==> config.mk <==
export PLATFORM = sky130hd
export DESIGN_NAME = regfile_scoreboard
export DESIGN_NICKNAME = d
export VERILOG_FILES = /design/src/rtl/regfile_scoreboard.sv
export SDC_FILE = /design/constraint.sdc
export NUM_CORES = 2
export LEC_CHECK = 0
export CAP_MARGIN = 25
export CORE_MARGIN = 2
export CORE_UTILIZATION = 35
export DETAILED_ROUTE_END_ITERATION = 6
export HOLD_SLACK_MARGIN = 0.12
export PLACE_DENSITY_LB_ADDON = 0.1
export SYNTH_ARGS = -nofsm -noshare
export SYNTH_HDL_FRONTEND = slang
export SYNTH_SLANG_ARGS = --single-unit
==> constraint.sdc <==
create_clock -name clk -period 3.2 [get_ports clk]
set_clock_uncertainty 0.2 [all_clocks]
set_input_delay 0.32 -clock clk [delete_from_list [all_inputs] [get_ports clk]]
set_output_delay 0.32 -clock clk [all_outputs]
set_load 0.01 [all_outputs]
==> src/rtl/regfile_scoreboard.sv <==
// regfile_scoreboard: 2-read/1-write register file with per-register pending-write scoreboard.
// Define REGFILE_WRITE_BYPASS_EN for same-cycle write-to-read forwarding on both read ports.
module regfile_scoreboard #(
    parameter int DATA_W   = 32,
    parameter int ADDR_W   = 5,
    parameter int ZERO_REG = 1
) (
    input  logic              clk,
    input  logic              reset,
    input  logic [ADDR_W-1:0] a1,
    input  logic [ADDR_W-1:0] a2,
    input  logic [ADDR_W-1:0] a3,
    input  logic [DATA_W-1:0] WD3,
    input  logic              WE3,
    input  logic              RES_EN,
    input  logic [ADDR_W-1:0] RES_A,
    output logic [DATA_W-1:0] RD1,
    output logic [DATA_W-1:0] RD2,
    output logic              BUSY1,
    output logic              BUSY2,
    output logic              ANY_BUSY
);
    localparam int DEPTH = 1 << ADDR_W;
    localparam bit ZR = ZERO_REG != 0;

    logic [DATA_W-1:0] regs [DEPTH];
    logic [DEPTH-1:0]  busy;
    logic [DEPTH-1:0]  busy_n;
    logic              any_busy;
    logic              wr_ok;
    logic              res_ok;
    logic              z1;
    logic              z2;
    logic              byp1;
    logic              byp2;

    assign wr_ok  = WE3 && !(ZR && a3 == '0);
    assign res_ok = RES_EN && !(ZR && RES_A == '0);

    // The reservation is applied after the write-clear so a new producer wins on a collision.
    always_comb begin
        busy_n = busy;
        if (wr_ok) busy_n[a3] = 1'b0;
        if (res_ok) busy_n[RES_A] = 1'b1;
    end

    always_ff @(posedge clk) begin
        if (reset) begin
            busy     <= '0;
            any_busy <= 1'b0;
            for (int i = 0; i < DEPTH; i++) regs[i] <= '0;
        end else begin
            busy     <= busy_n;
            any_busy <= |busy_n;
            if (wr_ok) regs[a3] <= WD3;
        end
    end

    assign z1 = ZR && a1 == '0;
    assign z2 = ZR && a2 == '0;

`ifdef REGFILE_WRITE_BYPASS_EN
    assign byp1 = wr_ok && a3 == a1;
    assign byp2 = wr_ok && a3 == a2;
`else
    assign byp1 = 1'b0;
    assign byp2 = 1'b0;
`endif

    assign RD1      = z1 ? '0 : byp1 ? WD3 : regs[a1];
    assign RD2      = z2 ? '0 : byp2 ? WD3 : regs[a2];
    assign BUSY1    = !z1 && !byp1 && busy[a1];
    assign BUSY2    = !z2 && !byp2 && busy[a2];
    assign ANY_BUSY = any_busy;
endmodule

Yosys cells after proc, flatten, opt, wreduce, memory -nomap -nowiden
Memory sizes are Yosys's and may differ from the RTL's.
Index checks and enable logic that the tools add are counted.
Storage, ports and cells
  flip-flop bits (word level): 33
  memory bits (writable): 1024
  input bits: 56
  output and inout port bits: 67
  logic and storage cells: 48
  memories kept: 1
Memories
  regs: words 32, bits a word 32, rd ports 2, clocked after Yosys merged registers in 0, wr ports 32, line 26  | logic [DATA_W-1:0] regs [DEPTH];
Cells by class
  order comparisons: 6
  muxes and demuxes: 20
  bitwise operators: 3
  reduce and logical (&&, ||, !) cells: 16
Operators with widths (count)
  $mux 32: 5
  $reduce_or 32->1: 2
  $and 32x32->32: 1
  $not 32->32: 1
  $or 32x32->32: 1
  $lt 5x6->1 const B: 4
  $logic_not 5->1: 4
  $bmux 1 s5: 2
  $demux 1 s5: 2
  $ge 5x1->1 const B: 2
  $mux 1: 10
  $logic_and 1x1->1: 6
  $mux 5: 1
  $logic_not 1->1: 4

Logic depth before layout (Yosys ltp)
  depth after elaboration: 10
  depth in mapped cells: 8
  depth with buffers taken out: 6

Worst setup path after synthesis
No wires, ideal clock.
  kind: input to register
  start point: in a3[2]
  end point: mem regs[25][0], enable pin
  setup time: 0.428 ns
  arrival: 2.314 ns
  data required time: 2.572 ns
  path slack: 0.258 ns
  stages: 3
  path buffers: 1
  cell sequence: buf_2 > nand4b_1 > o21bai_1
RTL lines
  start, declared: line 12  | input logic [ADDR_W-1:0] a3,
  end, declared: line 26

==> key figures <==
Layout
  – Most frequent cells in the layout: 1024 x edfxtp_1, 993 x and2_1, 660 x mux4_2
  – Fin util: 0.422
  – Commonest non-fill, non-tap cell in the layout: edfxtp_1
  – Fill cells: 14200
  – Fraction of layout cells with a size suffix above 1: 0.365
  – Nets: 3733
  – Layout area overhead: 20.2%

CTS
  – CTS tree: done
  – Max Root-Sink Buffers: 3
  – H-tree Lvls: 3
  – CTS Root Cell: clkbuf_16
  – Inserted Clock Buffers: 119
  – Clock-pin slew on the worst setup and hold paths: 0.06 ns
  – Worst skew pair latency: 0.75 ns
  – Clock sinks: 1057

Worst setup path
  – Arr. time, crit path: 2.82 ns
  – Most used cell, CP: mux4_2
  – CP Class: reg2out
  – Nature of the critical path endpoint: output pin
  – Startpoint Class: register
  – Cell Chain, Critical Path: mux4_2 -> mux4_2 -> mux2i_2 -> buf_4 -> nor2_2 -> buf_2
  – Worst EP required: 2.68 ns
  – Slowest cell delay on critical path: 0.58 ns
  – Worst Path Max Fanout: 2
  – CP max-delay cell: mux4_2

Synth
  – Netlist cell types: 37
  – Post-Syn Instances: 3429
  – Sequential area share after synthesis: 0.559
  – Ys Warns: 0
  – Syn Area/Cell: 16.4 um2
  – Post-Syn Area: 56200 um2
  – Yosys reg bits: 1057

Outcome
  – Failing checks: setup timing
  – Status: finished, violations left

Floorplan
  – Die H: 405 um
  – Initial Util: 0.351
  – FP Rows: 147
  – Boundary pin count: 123
  – Core area: 160000 um2
  – Die area: 164000 um2
  – Die Width: 405 um

Power
  – Pleak: 23.1 nW
  – Pwr dens: 524 nW/um2
  – Max IR drop VDD: 0.477 mV

STA
  – Worst-margin pin slew: 1.04 ns
  – Final worst setup slack: -0.141 ns
  – Worst slew margin: 0.306
  – Final hold vios: 0
  – Setup tns final: -0.710 ns
  – Max Freq: 299 MHz
  – Unrepaired setup endpoints after global routing: true
  – Fin crit share: 1.04
  – Tmin final: 3.34 ns
  – Fin. max-slew vios: 0
  – Final setup viols: 13
  – WHS: 0.163 ns

Routing
  – Vias: 34400
  – Final ANT Viol Nets: 0
  – DRC: 0
  – Vias/cell: 5.84
  – Final wirelength: 215 mm
  – Initial DRC Count: 4430
  – Routed WL per cell: 36.5 um
  – TritonRoute pass-1 iters: 7

GRT
  – GRT Total Usage: 0.263
  – Number of antenna violations at the first check in global routing: 28
  – First-pass GRT wire length: 296 mm
  – Final global-route overflow total: 0
  – Largest net degree at the start of global routing: 39
  – Vias in the first global route: 36000

Placement
  – Dpl hpwl: 133 mm
  – Port-buffer cells: 122
  – RePlAce Congestion: 0.876

Flow run
  – Max Cap Violations: 0

Min path
  – Hold Crit Class: in2reg
## through the flow
step / power, mW / cells / setup slack [ns] / instance area [um2]
3_5_place_dp: 21.6 / 5641 / -0.398 / 63500
2_1_floorplan: 19.1 / 3460 / 0.258 / 56300
6_report: 35.4 / 5882 / -0.141 / 67500
4_1_cts: 35.7 / 5864 / -0.196 / 67400
3_3_place_gp: 21.5 / 5640 / -0.372 / 63400
5_1_grt: 36.4 / 5869 / -0.194 / 67500
## critical path, delay by kind of cell, from the launching register on
| family | cells | cell delay (ns) |
|---|---|---|
| AND/OR/NAND/NOR | 1 | 0.03 |
| flip-flops | 1 | 0.41 |
| buffers and inverters | 2 | 0.32 |
| multiplexers | 3 | 1.32 |
## power by group
| group | internal (mW) | total [mW] | switching [mW] |
|---|---|---|---|
| combinational | 2.37 | 4.97 | 2.60 |
| sequential | 15.9 | 16.3 | 0.384 |
| clock | 8.15 | 14.1 | 5.97 |
| total | 26.5 | 35.4 | 8.95 |
## Yosys cell counts, drive strengths merged
cell	count	share of area
or4	2	0.00027
nor3	4	0.00036
nand4b	2	0.00031
and4b	2	0.00036
conb	1	0.000067
and2	994	0.11
or3	3	0.00033
buf	100	0.011
a21o	1	0.00013
nand2	17	0.0011
and4	1	0.00016
a21boi	1	0.00013
nand2b	27	0.0030
clkbuf	271	0.018
nand3	16	0.0014
o21bai	7	0.00093
nor4	2	0.00022
dfxtp	33	0.012
nor2	129	0.0086
nand4	10	0.0011
edfxtp	1024	0.55
mux2i	66	0.012
nor4bb	2	0.00036
a22oi	23	0.0031
nand3b	1	0.00013
nor3b	2	0.00027
nor2b	9	0.0010
o21a	5	0.00067
nor4b	1	0.00016
and3	1	0.00011
a21oi	10	0.00089
o21ai	2	0.00018
mux4	660	0.26
## per-layer routing
metal | vias to the layer above | part of all wire | global-route usage
li1 | 13900 | - | -
met1 | 18500 | 0.41 | 0.357
met2 | 1672 | 0.49 | 0.433
met3 | 348 | 0.071 | 0.0399
met4 | 0 | 0.035 | 0.0898
met5 | - | 0 | 0
## logic make-up after synthesis
kind of cell	after synthesis	synth area share
and+or+nand+nor	1225	0.130
DFF	1057	0.559
muxes	726	0.276
buffers and inverters	371	0.0291
AOI/OAI and AO/OA	49	0.00601
other	1	0.0000667
## repair_timing
action | in CTS | in global routing
hold buffers | 1 | 0
endpoints found under the setup margin | 66 | 36
endpoints found under the hold margin | 50 | 0
setup buffers | 2 | 1
pin swaps | 5 | 7
resized for setup | 322 | 19
## worst paths after layout
path,startpoint,end,slack [ns],cells past startpoint
min,WD3[11],regs[16][11],0.16,2
min reg2reg,busy[0],busy[0],0.33,1
max,regs[19][7],RD2[7],-0.14,6
max reg2reg,busy[21],ANY_BUSY,1.56,5
## state kept, by name, summed over array words and instances, names as in the netlist
name / count
busy: 32
ANY_BUSY: 1
regs: 1024
## area by class of cell
type / count / area, um2 / share of cell area
Clock inverter: 82 / 807 / 0.0119
Clock buffer: 143 / 3160 / 0.0467
Multi-Input combinational cell: 2032 / 23900 / 0.354
Sequential cell: 1057 / 31400 / 0.465
Timing Repair Buffer: 467 / 5580 / 0.0826
Tap cell: 2086 / 2610 / 0.0386
Antenna cell: 15 / 37.5 / 0.000556
Power figures use the tool's default switching activity.
